## src/rtl/i2s_pkg.sv

```systemverilog
// Shared types and constants for the I2S receiver: FSM states, bit counter
// geometry and default parameter values.
package i2s_pkg;

    typedef enum logic [1:0] {
        SEEK  = 2'd0,
        LEFT  = 2'd1,
        RIGHT = 2'd2
    } state_t;

    localparam int CNT_W = 6;
    localparam logic [CNT_W-1:0] CNT_MAX = 6'd63;

    localparam int DEF_SAMPLE_WIDTH   = 16;
    localparam int DEF_I2S_DELAY      = 1;
    localparam int DEF_TIMEOUT_CYCLES = 255;

    function automatic logic [CNT_W-1:0] sat_inc(input logic [CNT_W-1:0] v);
        return (v == CNT_MAX) ? v : v + 1'b1;
    endfunction

endpackage

```

## src/rtl/i2s_sync.sv

```systemverilog
// Two-flop synchroniser followed by a history flop; provides the
// synchronised level and a one-clk strobe on its rising edge.
module i2s_sync (
    input  logic clk,
    input  logic reset,
    input  logic sig,
    output logic level,
    output logic rise
);

    logic sync_p0;
    logic sync_p1;
    logic hist_p2;

    always_ff @(posedge clk) begin
        if (reset) begin
            sync_p0 <= 1'b0;
            sync_p1 <= 1'b0;
            hist_p2 <= 1'b0;
        end else begin
            sync_p0 <= sig;
            sync_p1 <= sync_p0;
            hist_p2 <= sync_p1;
        end
    end

    assign level = sync_p1;
    assign rise  = sync_p1 & ~hist_p2;

endmodule

```

## src/rtl/i2s_rx.sv

```systemverilog
// I2S receiver: oversamples bck/ws/din in the clk domain, deserialises
// left/right slots and presents complete sample pairs with lock tracking.
module i2s_rx
    import i2s_pkg::*;
#(
    parameter int SAMPLE_WIDTH   = DEF_SAMPLE_WIDTH,
    parameter int I2S_DELAY      = DEF_I2S_DELAY,
    parameter int TIMEOUT_CYCLES = DEF_TIMEOUT_CYCLES
) (
    input  logic                    clk,
    input  logic                    reset,
    input  logic                    i2s_bck,
    input  logic                    i2s_ws,
    input  logic                    i2s_din,
    output logic [SAMPLE_WIDTH-1:0] audio_l,
    output logic [SAMPLE_WIDTH-1:0] audio_r,
    output logic                    sample_valid,
    output logic                    locked,
    output logic                    frame_err
);

    localparam int TO_W = $clog2(TIMEOUT_CYCLES + 1);
    localparam logic [TO_W-1:0]  TO_MAX   = TO_W'(TIMEOUT_CYCLES);
    localparam logic [TO_W-1:0]  TO_LAST  = TO_W'(TIMEOUT_CYCLES - 1);
    localparam logic [CNT_W-1:0] IDX_LAST = CNT_W'(SAMPLE_WIDTH - 1);
    localparam logic [CNT_W-1:0] IDX_FULL = CNT_W'(SAMPLE_WIDTH);
    localparam bit DELAYED = (I2S_DELAY != 0);

    logic bck_level_unused;
    logic ws_rise_unused;
    logic din_rise_unused;
    logic bck_rise;
    logic ws_s;
    logic din_s;

    i2s_sync u_bck (.clk(clk), .reset(reset), .sig(i2s_bck), .level(bck_level_unused), .rise(bck_rise));
    i2s_sync u_ws  (.clk(clk), .reset(reset), .sig(i2s_ws),  .level(ws_s),  .rise(ws_rise_unused));
    i2s_sync u_din (.clk(clk), .reset(reset), .sig(i2s_din), .level(din_s), .rise(din_rise_unused));

    state_t                  state;
    logic                    ws_prev;
    logic [CNT_W-1:0]        bit_idx;
    logic [SAMPLE_WIDTH-1:0] shift_reg;
    logic [SAMPLE_WIDTH-1:0] hold_l;
    logic [TO_W-1:0]         to_cnt;

    logic                    ws_edge;
    logic                    take_old;
    logic                    old_shift;
    logic                    complete;
    logic                    short_slot;
    logic                    timeout_hit;
    logic [CNT_W-1:0]        idx_after;
    logic [SAMPLE_WIDTH-1:0] word;

    // In Philips mode the bit sampled with a ws edge is still the LSB of the
    // slot that is ending, so it is credited to the old slot before restarting.
    assign ws_edge     = bck_rise && (ws_s != ws_prev);
    assign take_old    = !ws_edge || DELAYED;
    assign old_shift   = take_old && (bit_idx < IDX_FULL);
    assign complete    = bck_rise && old_shift && (bit_idx == IDX_LAST);
    assign idx_after   = take_old ? sat_inc(bit_idx) : bit_idx;
    assign short_slot  = ws_edge && (state != SEEK) && (idx_after < IDX_FULL);
    assign timeout_hit = !bck_rise && (to_cnt >= TO_LAST);
    assign word        = {shift_reg[SAMPLE_WIDTH-2:0], din_s};

    always_ff @(posedge clk) begin
        if (reset) begin
            state        <= SEEK;
            ws_prev      <= 1'b0;
            bit_idx      <= '0;
            shift_reg    <= '0;
            hold_l       <= '0;
            to_cnt       <= '0;
            audio_l      <= '0;
            audio_r      <= '0;
            sample_valid <= 1'b0;
            locked       <= 1'b0;
            frame_err    <= 1'b0;
        end else begin
            sample_valid <= 1'b0;
            frame_err    <= 1'b0;

            if (bck_rise)
                to_cnt <= '0;
            else if (to_cnt != TO_MAX)
                to_cnt <= to_cnt + 1'b1;

            if (timeout_hit) begin
                state  <= SEEK;
                locked <= 1'b0;
            end else if (bck_rise) begin
                ws_prev <= ws_s;

                if (ws_edge && !DELAYED) begin
                    shift_reg <= word;
                    bit_idx   <= 6'd1;
                end else begin
                    if (old_shift)
                        shift_reg <= word;
                    bit_idx <= ws_edge ? '0 : sat_inc(bit_idx);
                end

                case (state)
                    SEEK: begin
                        if (ws_edge && !ws_s)
                            state <= LEFT;
                    end
                    LEFT: begin
                        if (complete)
                            hold_l <= word;
                    end
                    RIGHT: begin
                        if (complete) begin
                            audio_l      <= hold_l;
                            audio_r      <= word;
                            sample_valid <= 1'b1;
                            locked       <= 1'b1;
                        end
                    end
                    default: state <= SEEK;
                endcase

                // A short slot drops the pair; ws=1 cannot start a frame, so resync.
                if (ws_edge && (state != SEEK)) begin
                    if (short_slot) begin
                        frame_err <= 1'b1;
                        locked    <= 1'b0;
                        state     <= ws_s ? SEEK : LEFT;
                    end else begin
                        state <= ws_s ? RIGHT : LEFT;
                    end
                end
            end
        end
    end

endmodule

```

## config.mk

```make
export PLATFORM = sky130hd
export DESIGN_NAME = i2s_rx
export DESIGN_NICKNAME = d
export VERILOG_FILES = /design/src/rtl/i2s_pkg.sv /design/src/rtl/i2s_sync.sv /design/src/rtl/i2s_rx.sv
export SDC_FILE = /design/constraint.sdc
export NUM_CORES = 1
export LEC_CHECK = 0
export BUFFER_PORTS_ARGS = -buffer_cell sky130_fd_sc_hd__buf_2
export CAP_MARGIN = 20
export CORE_ASPECT_RATIO = 1.5
export CORE_UTILIZATION = 45
export CTS_BUF_LIST = sky130_fd_sc_hd__clkbuf_2
export DETAILED_ROUTE_END_ITERATION = 6
export PLACE_DENSITY = 0.73
export SLEW_MARGIN = 20
export SYNTH_ARGS = -nofsm -noshare
export SYNTH_HDL_FRONTEND = slang
export SYNTH_SLANG_ARGS = --single-unit
```

## constraint.sdc

```tcl
create_clock -name clk -period 2 [get_ports clk]
set_clock_uncertainty 0.1 [all_clocks]
set_input_delay 0.4 -clock clk [delete_from_list [all_inputs] [get_ports clk]]
set_output_delay 0.4 -clock clk [all_outputs]
set_load 0.05 [all_outputs]
```

[Yosys cells after proc, flatten, opt, wreduce, memory -nomap -nowiden]
Index checks and enable logic that the tools add are counted.
Word-level totals
  flip-flop bits (word level): 90
  input port bits: 5
Operators by class
  $lt $le $gt $ge: 3
  equal/unequal tests: 8
  bitwise operators: 6
  reductions and logical operators: 21
  muxes and demuxes: 14
  $add $sub $neg: 2
Operators by type and width (count)
  less-than comparator 6 x 5 -> 1 bit, second input constant: 2
  2-to-1 mux 6 bit: 2
  adder 8 x 1 -> 8 bit, second input constant: 1
  >= comparator 8 bit, second input constant: 1
  2-to-1 mux 2 bit: 4
  != test 8 bit, second input constant: 1
  AND reduction 4 bit: 2
  OR reduction 4 bit: 2
  logical AND 1 bit: 7
  2-to-1 mux 1 bit: 7
  adder 6 x 1 -> 6 bit, second input constant: 1
  equality test 6 x 4 -> 1 bit, second input constant: 1
  equality test 6 bit, second input constant: 1
  AND reduction 3 bit: 2
  OR reduction 2 bit: 3
  inverter 1 bit: 5
  case mux 2 bit (2 select lines): 1
  != test 3 bit, second input constant: 1
  equality test 2 x 1 -> 1 bit, second input constant: 1
  equality test 2 bit, second input constant: 1
  logical NOT 1 bit: 2
  logical NOT 2 bit: 1
  != test 2 x 1 -> 1 bit, second input constant: 1
  AND reduction 2 bit: 1
  other kinds (3): 3

[Longest topological paths before layout]
Gate-level depths: netlist of the first run.
  depth in word-level cells: 8
  depth in mapped cells: 8

[Modules after synthesis]
A second synthesis of the first run with hierarchy kept.
Unflattened totals
  cell total of the unflattened synthesis: 421
  area total of the unflattened synthesis: 3502.1 sq um
By module, submodules not included
  i2s_rx: cells an instance 400, area each 3239.4 sq um, times used 1, seq. area each 1661.6 sq um
  i2s_sync: cells an instance 7, area each 87.6 sq um, times used 3, seq. area each 60.1 sq um

[Least setup slack after synthesis of the first run]
No wires, ideal clock.
  path type: register to register
  from: register bit_idx[0]
  to: register bit_idx[3]
  period minus slack after synthesis: 1.809 ns
  library setup time: 0.116 ns
  stages on the path, launching flop included: 7
  path buffers: 1
  path slack: 0.191 ns
  data arrival time: 1.593 ns
  cell sequence: dfxtp_1 > ha_1 > and3_1 > clkbuf_1 > a31oi_1 > a211oi_1 > a31o_2
On the way
  longest elaborated chain between the ends: 3
RTL lines
  start, declared: line i2s_rx.sv:42  | logic [CNT_W-1:0] bit_idx;
  start signal, assigned: line i2s_rx.sv:101  | bit_idx <= ws_edge ? '0 : sat_inc(bit_idx);
  adder 6 x 1 -> 6 bit / equality test 6 bit (equally long branches): line i2s_pkg.sv:19  | return (v == CNT_MAX) ? v : v + 1'b1;
  2-to-1 mux 6 bit (*): line i2s_pkg.sv:19
  2-to-1 mux 6 bit (*): line i2s_rx.sv:101
Every way passes the cells marked *; elsewhere a longest branch is shown, timed or not.
A chain may end at the register's enable or synchronous reset.

[Worst setup path after layout of the first run]
  from: register bit_idx[0]
  to: register audio_l[0]
On the way
  longest elaborated chain between the ends: 4
RTL lines
  less-than comparator 6 x 5 -> 1 bit: line i2s_rx.sv:60  | assign old_shift = take_old && (bit_idx < IDX_FULL);
  logical AND 1 bit: line i2s_rx.sv:61  | assign complete = bck_rise && old_shift && (bit_idx == IDX_LAST);
  logical AND 1 bit (*): line i2s_rx.sv:61
  AND reduction 4 bit (no source line) (*)
  end signal, assigned: line i2s_rx.sv:115  | audio_l <= hold_l;
  end, declared: line i2s_rx.sv:15  | output logic [SAMPLE_WIDTH-1:0] audio_l,
Marked as above.

==> impl_metrics.ini, run 1 <==
[pwr]
p_seq_frac = 0.665
p_per_area_nw_per_um2 = 726
total_power_uw = 2740
power.share.clock = 0.304
p_int_uw = 2120
leakage_uw = 0.00141
swShare = 0.228
p_comb_frac = 0.031
ir_worst_vdd_v = 0.000383
p_sw_uw = 623

[global_route]
grt_pass1_vias = 2630
grt.total_usage = 0.184
grt_start_max_net_pins = 40
gr-total-overflow = 0
grt_pass1_wl_um = 11200
antenna_found_initial = 0

[worst_setup_path]
critPathSlowestCell = dfxtp_1
critPathRequiredTime_ns = 2.36
startpoint_type = flop
worstPathCellList = ha_1, and3_2, and3_1, buf_4, nand2_1, a21oi_1
startpoint = bit_idx[0]$_SDFFE_PP0P_
end_kind = flop
cpPeakStageDelay_ns = 0.43
arrival_ns = 2.14
crit_type = reg2reg
r2r_start = bit_idx[0]$_SDFFE_PP0P_
worstPathMaxFanout = 20

[routing]
totalWireLength_um = 6340
via_per_inst = 4.97
drt-initial-drc-count = 118
drt_pass1_iterations = 4
route.detailed.drc = 0
avgRoutedWirePerCell_um = 11.5
vias = 2735
antenna_left = 0

[clocking]
htree_levels = 3
post-cts-setup-buffer-count = 0
cts_tree = built
numCtsBuffers = 9
root_buffer = clkbuf_2
clk_latency_ns = 0.54
cts_sinks = 90
clkTransAtPathRegs_ns = 0.22
clock_path_buffers = 2

[placed_design]
io_buffers = 39
dp_hpwl_um = 4300
gp_congestion = 0.824

[sta]
max_clock_freq_mhz = 562
holdWs_ns = 0.112
hold_viol = 0
fin_tns_setup_ns = 0
rsz0062_at_grt = no
tightest_slew_ns = 0.577
period_share = 0.890
min_period_ns = 1.78
drv_slew = 0
relSlewSlack = 0.610
finalSetupViolations = 0

[cells_and_area]
n_antenna_cell = 0
mostFrequentLayoutCells = nand2_1, dfxtp_1, a21oi_1
final_common_cell = nand2_1
drive_gt1_frac = 0.144
fin_nets = 457
nFillCells = 738
utilization = 0.519
syn_to_final_growth_pct = 11.3
reg_top3 = audio_l (16), audio_r (16), hold_l (16)

[logic_synthesis]
seq_area_frac_synth = 0.532
yosysTopAreaCellShare = 0.532
syn_inst = 408
synth_area_sq_um = 3390
synth_warnings = 0
synth.distinct_cells = 34
avgSynthCellArea_sq_um = 8.31
yosysTopAreaCell = dfxtp_1
synth_nets = 419
netlist_top_cells_area = dfxtp_1, nand2_1, a21oi_1
ys_ff_latch = 90

[floorplanning]
die_h_um = 108
start_util = 0.466
rows = 38
die_w_um = 72.9
core-area_sq_um = 7270
dieArea_sq_um = 7890
num_io_pins = 40

[min_path]
hold_class = in2reg
min_from = reset

[job]
maxCapViolCount = 0

[run_status]
status = completed
==> cell type report <==
class / instances / area, sq um / area share
Multi-Input combinational cell: 285 / 1420 / 0.375
Inverter: 7 / 26.3 / 0.00696
Timing Repair Buffer: 53 / 308 / 0.0816
Clock buffer: 10 / 50.0 / 0.0133
Clock inverter: 5 / 46.3 / 0.0123
Tap cell: 100 / 125 / 0.0332
Sequential cell: 90 / 1800 / 0.477
==> worst paths after layout <==
| check | endpoint | slack [ns] | depth (start not counted) |
|---|---|---|---|
| setup / recovery | audio_l[0]$_SDFFE_PP0P_ | 0.22 | 6 |
| hold / removal | frame_err$_SDFF_PP0_ | 0.11 | 4 |
| setup reg to reg | audio_l[0]$_SDFFE_PP0P_ | 0.22 | 6 |
| hold reg to reg | u_din.level$_SDFF_PP0_ | 0.36 | 1 |
==> through the flow <==
| step | setup slack (ns) | std cells | cell area (sq um) |
|---|---|---|---|
| global route | 0.0679 | 550 | 3770 |
| detailed placement | 0.227 | 532 | 3650 |
| finish | 0.219 | 550 | 3770 |
| floorplan | 0.191 | 408 | 3390 |
| CTS | 0.145 | 550 | 3770 |
| global placement | 0.291 | 532 | 3650 |
==> cells in the mapped netlist <==
library cell,count
a21boi_0,1
nor4b_4,1
nor2b_1,8
clkbuf_1,16
dfxtp_1,90
and3_1,7
ha_1,6
inv_1,7
nor2_1,9
xor2_1,1
mux2i_1,1
xnor2_1,5
a31o_2,1
a21o_1,1
nand4_1,1
nand2b_1,3
a22o_1,1
o21ai_0,4
nand2_1,135
a31oi_1,3
buf_4,2
nor4_1,2
a311oi_1,1
buf_2,3
o211a_1,1
a21oi_1,73
nand3_1,5
o31ai_1,1
a41oi_1,1
o41ai_1,1
buf_6,5
nor3_1,4
a211oi_1,5
or3_1,3
==> what timing repair did <==
| item | CTS | global route |
|---|---|---|
| setup endpoints to repair | 0 | 2 |
| hold buffers | 3 | 0 |
| resized for setup | 0 | 1 |
| hold endpoints to repair | 3 | 0 |
==> logic make-up after synthesis <==
| family | after synthesis | synth area share |
|---|---|---|
| adders and majority gates | 6 | 0.0221 |
| and+or+nand+nor | 178 | 0.224 |
| buffers and inverters | 33 | 0.0509 |
| xor gates and xnor gates | 6 | 0.0155 |
| DFF | 90 | 0.532 |
| muxes | 1 | 0.00295 |
| AOI/OAI and AO/OA | 94 | 0.153 |
==> metal layers <==
| metal | vias to the layer above | routed length, um | GRT usage |
|---|---|---|---|
| li1 | 1424 | - | - |
| met1 | 1243 | 2700 | 0.204 |
| met2 | 58 | 3230 | 0.323 |
| met3 | 10 | 288 | 0.0447 |
| met4 | 0 | 124 | 0.0910 |
| met5 | - | 0 | 0 |
==> critical path, delay by kind of cell (launching register included) <==
kind / cells / cell delay (ns)
AOI/OAI and AO/OA: 1 / 0.14
adders and majority gates: 1 / 0.23
DFF: 1 / 0.43
and+or+nand+nor: 3 / 0.55
buffers and inverters: 1 / 0.23
==> power by group through the flow <==
stage,clock network [uW],logic (uW),registers (uW)
6_report,831,85.5,1820
5_1_grt,933,97.0,1830
4_1_cts,867,86.3,1820
3_5_place_dp,0,81.4,1860
3_3_place_gp,0,80.2,1860
2_1_floorplan,0,60.4,1850
Power figures use the tool's default switching activity.
==> run 2, diff against run 1 <==
--- a/config.mk
+++ b/config.mk
@@ -5,6 +5,7 @@
 export SDC_FILE = /design/constraint.sdc
 export NUM_CORES = 1
 export LEC_CHECK = 0
+export ABC_AREA = 1
 export BUFFER_PORTS_ARGS = -buffer_cell sky130_fd_sc_hd__buf_2
 export CAP_MARGIN = 20
 export CORE_ASPECT_RATIO = 1.5
==> impl_metrics.ini, run 2 <==
[pwr]
swShare = 0.240
p_int_uw = 2160
leakage_uw = 0.00163
ir_worst_vdd_v = 0.000681
p_sw_uw = 683
p_seq_frac = 0.653
p_comb_frac = 0.044
power.share.clock = 0.303
p_per_area_nw_per_um2 = 738

[routing]
avgRoutedWirePerCell_um = 10.7
totalWireLength_um = 6180
route.detailed.drc = 0
drt-initial-drc-count = 151
antenna_left = 0
drt_pass1_iterations = 4
via_per_inst = 4.72
vias = 2730

[placed_design]
gp_congestion = 0.797
place_worst_setup_slack_ns = 0.271
io_buffers = 39
dp_hpwl_um = 4410

[clocking]
cts_hold_buf = 3
cts_resized = 0
htree_levels = 3
cts_sinks = 90
root_buffer = clkbuf_2
clock_path_buffers = 2
clk_latency_ns = 0.55
post-cts-setup-buffer-count = 0
clkTransAtPathRegs_ns = 0.23
numCtsBuffers = 9
cts_tree = built

[logic_synthesis]
synth_edf_count = 0
netlist_top_cells_area = dfxtp_1, a21oi_1, o21ai_0
synth_nets = 446
post-synth-top-count-cell = dfxtp_1
ys_ff_latch = 90
synth_area_sq_um = 3400
synth_warnings = 0
yosysTopAreaCell = dfxtp_1
seq_area_frac_synth = 0.529
yosysTopAreaCellShare = 0.529
synthFlopType = dfxtp_1
avgSynthCellArea_sq_um = 7.82
synth.distinct_cells = 23
yosys-top-cells-count = dfxtp_1, inv_1, a21oi_1, o21ai_0, nor2_1
syn_inst = 435
synthArstFlopShare = 0

[worst_setup_path]
worstPathMaxFanout = 66
crit_type = reg2reg
end_kind = flop
startpoint_type = flop
critPathRequiredTime_ns = 2.34
arrival_ns = 2.08

[cells_and_area]
drive_gt1_frac = 0.132
n_antenna_cell = 0
nFillCells = 736
mostFrequentLayoutCells = dfxtp_1, inv_1, o21ai_0, a21oi_1, nor2_1
syn_to_final_growth_pct = 13.1
utilization = 0.529
final_common_cell = dfxtp_1
reg_top3 = audio_l (16), audio_r (16), hold_l (16)
fin_nets = 485

[sta]
hold_viol = 0
finalSetupViolations = 0
tightest_slew_ns = 0.454
min_period_ns = 1.74
setup_ws_ns = 0.260
period_share = 0.870
rsz0062_at_grt = no
relSlewSlack = 0.697
drv_slew = 0
max_clock_freq_mhz = 575
fin_tns_setup_ns = 0

[floorplanning]
core-area_sq_um = 7270
start_util = 0.468
rows = 38
num_io_pins = 40
dieArea_sq_um = 7920
die_w_um = 73.0
die_h_um = 109

[global_route]
grt_pass1_wl_um = 10500
gr-total-overflow = 0
grt_pass1_vias = 2459
grt.total_usage = 0.173
grt_start_max_net_pins = 67
antenna_found_initial = 0

[min_path]
hold_class = in2reg

[job]
maxCapViolCount = 0

[run_status]
status = completed
## run 2: layout make-up
| class | count | area [sq um] | area share |
|---|---|---|---|
| Clock buffer | 10 | 50.0 | 0.0130 |
| Multi-Input combinational cell | 249 | 1230 | 0.321 |
| Sequential cell | 90 | 1800 | 0.468 |
| Inverter | 76 | 285 | 0.0741 |
| Tap cell | 100 | 125 | 0.0325 |
| Clock inverter | 6 | 57.6 | 0.0150 |
| Timing Repair Buffer | 48 | 295 | 0.0767 |
## run 2: power groups by stage
stage / clock (uW) / combinational, uW / sequential [uW]
floorplan: 0 / 89.7 / 1880
global placement: 0 / 118 / 1890
detailed placement: 0 / 121 / 1890
CTS: 898 / 126 / 1850
global route: 959 / 144 / 1860
finish: 861 / 124 / 1850
## run 2: logic make-up after synthesis
group	Yosys count	synth area share
AOI/OAI and AO/OA	137	0.204
xor gates and xnor gates	5	0.0129
adders and majority gates	6	0.0221
buffers and inverters	96	0.110
DFF	90	0.529
and+or+nand+nor	101	0.122
## run 2: routing by layer
| layer | global-route usage | routed length [um] | up-vias | part of all wire |
|---|---|---|---|---|
| li1 | - | - | 1464 | - |
| met1 | 0.178 | 2610 | 1211 | 0.42 |
| met2 | 0.313 | 3230 | 42 | 0.52 |
| met3 | 0.0494 | 199 | 13 | 0.032 |
| met4 | 0.0840 | 140 | 0 | 0.023 |
| met5 | 0 | 0 | - | 0 |
## run 2: path summary, 6_finish.rpt
| path | startpoint | end | slack, ns | cells past startpoint |
|---|---|---|---|---|
| max | bit_idx[1]$_SDFFE_PP0P_ | audio_r[4]$_SDFFE_PP0P_ | 0.26 | 7 |
| min | reset | bit_idx[1]$_SDFFE_PP0P_ | 0.06 | 2 |
| max reg2reg | bit_idx[1]$_SDFFE_PP0P_ | audio_r[4]$_SDFFE_PP0P_ | 0.26 | 7 |
| min reg2reg | u_din.sync_p0$_SDFF_PP0_ | u_din.level$_SDFF_PP0_ | 0.32 | 2 |
## run 2: per-stage QoR
stage | hold slack, ns | instances | power, uW | cell area (sq um)
5_1_grt | 0.0266 | 579 | 2960 | 3850
3_5_place_dp | 0.300 | 560 | 2010 | 3710
3_3_place_gp | 0.293 | 560 | 2000 | 3710
2_1_floorplan | 0.288 | 435 | 1970 | 3400
4_1_cts | 0.0185 | 579 | 2880 | 3850
6_report | 0.0566 | 579 | 2840 | 3850
## run 2: worst max-delay path: stages, from the launching register on
cell     delay (ns)
dfxtp_1        0.41
ha_1           0.20
nand2_1        0.09
nor2_1         0.21
nand3_2        0.12
buf_12         0.20
o21ai_0        0.22
a21oi_1        0.06
==> run 3, diff against run 2 <==
--- a/config.mk
+++ b/config.mk
@@ -6,13 +6,12 @@
 export NUM_CORES = 1
 export LEC_CHECK = 0
 export ABC_AREA = 1
-export BUFFER_PORTS_ARGS = -buffer_cell sky130_fd_sc_hd__buf_2
-export CAP_MARGIN = 20
 export CORE_ASPECT_RATIO = 1.5
 export CORE_UTILIZATION = 45
 export CTS_BUF_LIST = sky130_fd_sc_hd__clkbuf_2
 export DETAILED_ROUTE_END_ITERATION = 6
-export PLACE_DENSITY = 0.73
+export DONT_BUFFER_PORTS = 1
+export PLACE_DENSITY = 0.69
 export SLEW_MARGIN = 20
 export SYNTH_ARGS = -nofsm -noshare
 export SYNTH_HDL_FRONTEND = slang
==> impl_metrics.ini, run 3 (synthesis results as in run 2) <==
[worst_setup_path]
reg2reg_slack_ns = 0.31
reg2regPathDepth = 7
crit_type = reg2out
r2r_start = bit_idx[0]$_SDFFE_PP0P_
end_kind = output port
worstPathMaxFanout = 2
critPathRequiredTime_ns = 1.50
startpoint_type = flop
r2r-end = hold_l[7]$_SDFFE_PP0P_
arrival_ns = 1.30

[routing]
totalWireLength_um = 6250
vias = 2672
drt_pass1_iterations = 4
antenna_left = 0
route.detailed.drc = 0
via_per_inst = 4.95
drt-initial-drc-count = 127
avgRoutedWirePerCell_um = 11.6

[sta]
drv_slew = 0
fin_tns_setup_ns = 0
max_clock_freq_mhz = 556
relSlewSlack = 0.629
finalSetupViolations = 0
tightest_slew_ns = 0.555
rsz0062_at_grt = no
setup_ws_ns = 0.202
hold_viol = 0
min_period_ns = 1.80
period_share = 0.899

[cells_and_area]
layout.area.seq_sq_um = 1800
stdcell_count = 540
drive_gt1_frac = 0.0524
syn_to_final_growth_pct = 7.57
mostFrequentLayoutCells = dfxtp_1, inv_1, o21ai_0, a21oi_1, nor2_1
final_common_cell = dfxtp_1
reg_top3 = audio_l (16), audio_r (16), hold_l (16)
multi_input_area_sq_um = 1230
nFillCells = 738
fin_nets = 445

[floorplanning]
num_io_pins = 40
core-area_sq_um = 7270
start_util = 0.468
die_h_um = 109
dieArea_sq_um = 7920
rows = 38
die_w_um = 73.0

[placed_design]
gp_congestion = 0.794
dp_cells = 519
io_buffers = 0
place_worst_setup_slack_ns = 0.339
dp_hpwl_um = 4290

[clocking]
cts_sinks = 90
clkTransAtPathRegs_ns = 0.24
htree_levels = 3
clock_path_buffers = 2
root_buffer = clkbuf_2
clk_latency_ns = 0.57
post-cts-setup-buffer-count = 0
cts_tree = built
numCtsBuffers = 9

[pwr]
p_per_area_nw_per_um2 = 785
p_sw_uw = 708
p_int_uw = 2170
p_seq_frac = 0.645
ir_worst_vdd_v = 0.000447
swShare = 0.246
power.share.clock = 0.313
total_power_uw = 2870
p_comb_frac = 0.042
leakage_uw = 0.00142

[min_path]
hold_path_end = u_ws.level$_SDFF_PP0_
hold_class = reg2reg
min_from = u_ws.sync_p0$_SDFF_PP0_
hold_depth = 2

[global_route]
grt.total_usage = 0.177
grt_pass1_vias = 2540
grt_start_max_net_pins = 67
antenna_found_initial = 1
gr-total-overflow = 0
grt_pass1_wl_um = 10600

[job]
maxCapViolCount = 0

[run_status]
status = completed
==> run 3: cell count changes in the layout (fill, tap and decap cells not counted) <==
cell / previous run / this run
clkinv_2: 1 / 0
buf_2: 39 / 0
clkinv_4: 0 / 3
buf_4: 4 / 2
dlygate4sd3_1: 3 / 4
clkinv_1: 2 / 1
clkinvlp_4: 2 / 1
diode_2: 0 / 1
==> run 3: worst max path at each step <==
| stage | start | to | slack (ns) | cells past startpoint |
|---|---|---|---|---|
| after global placement | bit_idx[0]$_SDFFE_PP0P_ | audio_r[5]$_SDFFE_PP0P_ | 0.39 | 7 |
| after floorplan | bit_idx[0]$_SDFFE_PP0P_ | audio_r[12]$_SDFFE_PP0P_ | 0.48 | 8 |
| after detailed placement | bit_idx[0]$_SDFFE_PP0P_ | hold_l[7]$_SDFFE_PP0P_ | 0.34 | 7 |
| after CTS | audio_r[11]$_SDFFE_PP0P_ | audio_r[11] | 0.14 | 0 |
| final | audio_r[11]$_SDFFE_PP0P_ | audio_r[11] | 0.20 | 0 |
| after global routing | audio_r[11]$_SDFFE_PP0P_ | audio_r[11] | 0.11 | 0 |
==> run 3: metal layers <==
metal,part of all wire,track usage,wire length [um]
met2,0.53,0.327,3340
met3,0.030,0.0513,188
met1,0.41,0.167,2540
met5,0,0,0
met4,0.030,0.105,187
==> run 3: final cells by class <==
cell class | count | area share
clock buffer | 10 | 0.0137
sequential | 90 | 0.492
tap | 100 | 0.0342
timing repair buffer | 8 | 0.0260
clock inverter | 6 | 0.0185
multi-input combinational | 249 | 0.337
inverter | 76 | 0.0779
antenna | 1 | 0.000684
==> run 3: repair_timing <==
action                                 4_1_cts  5_1_grt
resized for setup                            0        0
endpoints found under the hold margin       14        0
hold buffers                                 4        0
==> run 3: worst register-to-register path, cell delays in order, from the launching register on <==
cell and delay (ns):
dfxtp_1 0.43, ha_1 0.20, nand2_1 0.09, nor2_1 0.19, nand3_1 0.10, buf_4 0.22, o21ai_0 0.22, a21oi_1 0.06
==> run 3: power by group through the flow <==
stage | registers [uW] | clock network, uW | logic (uW)
finish | 1850 | 899 | 120
CTS | 1860 | 933 | 122
global placement | 1890 | 0 | 108
detailed placement | 1890 | 0 | 111
floorplan | 1880 | 0 | 89.7
global route | 1860 | 1010 | 140
==> run 3: through the flow <==
stage / hold slack (ns) / cell area, sq um / utilization
after floorplan: 0.288 / 3400 / -
after global placement: 0.296 / 3500 / 0.481
after detailed placement: 0.300 / 3500 / 0.481
after CTS: 0.308 / 3660 / 0.503
after global routing: 0.301 / 3660 / 0.503
final: 0.329 / 3660 / 0.503
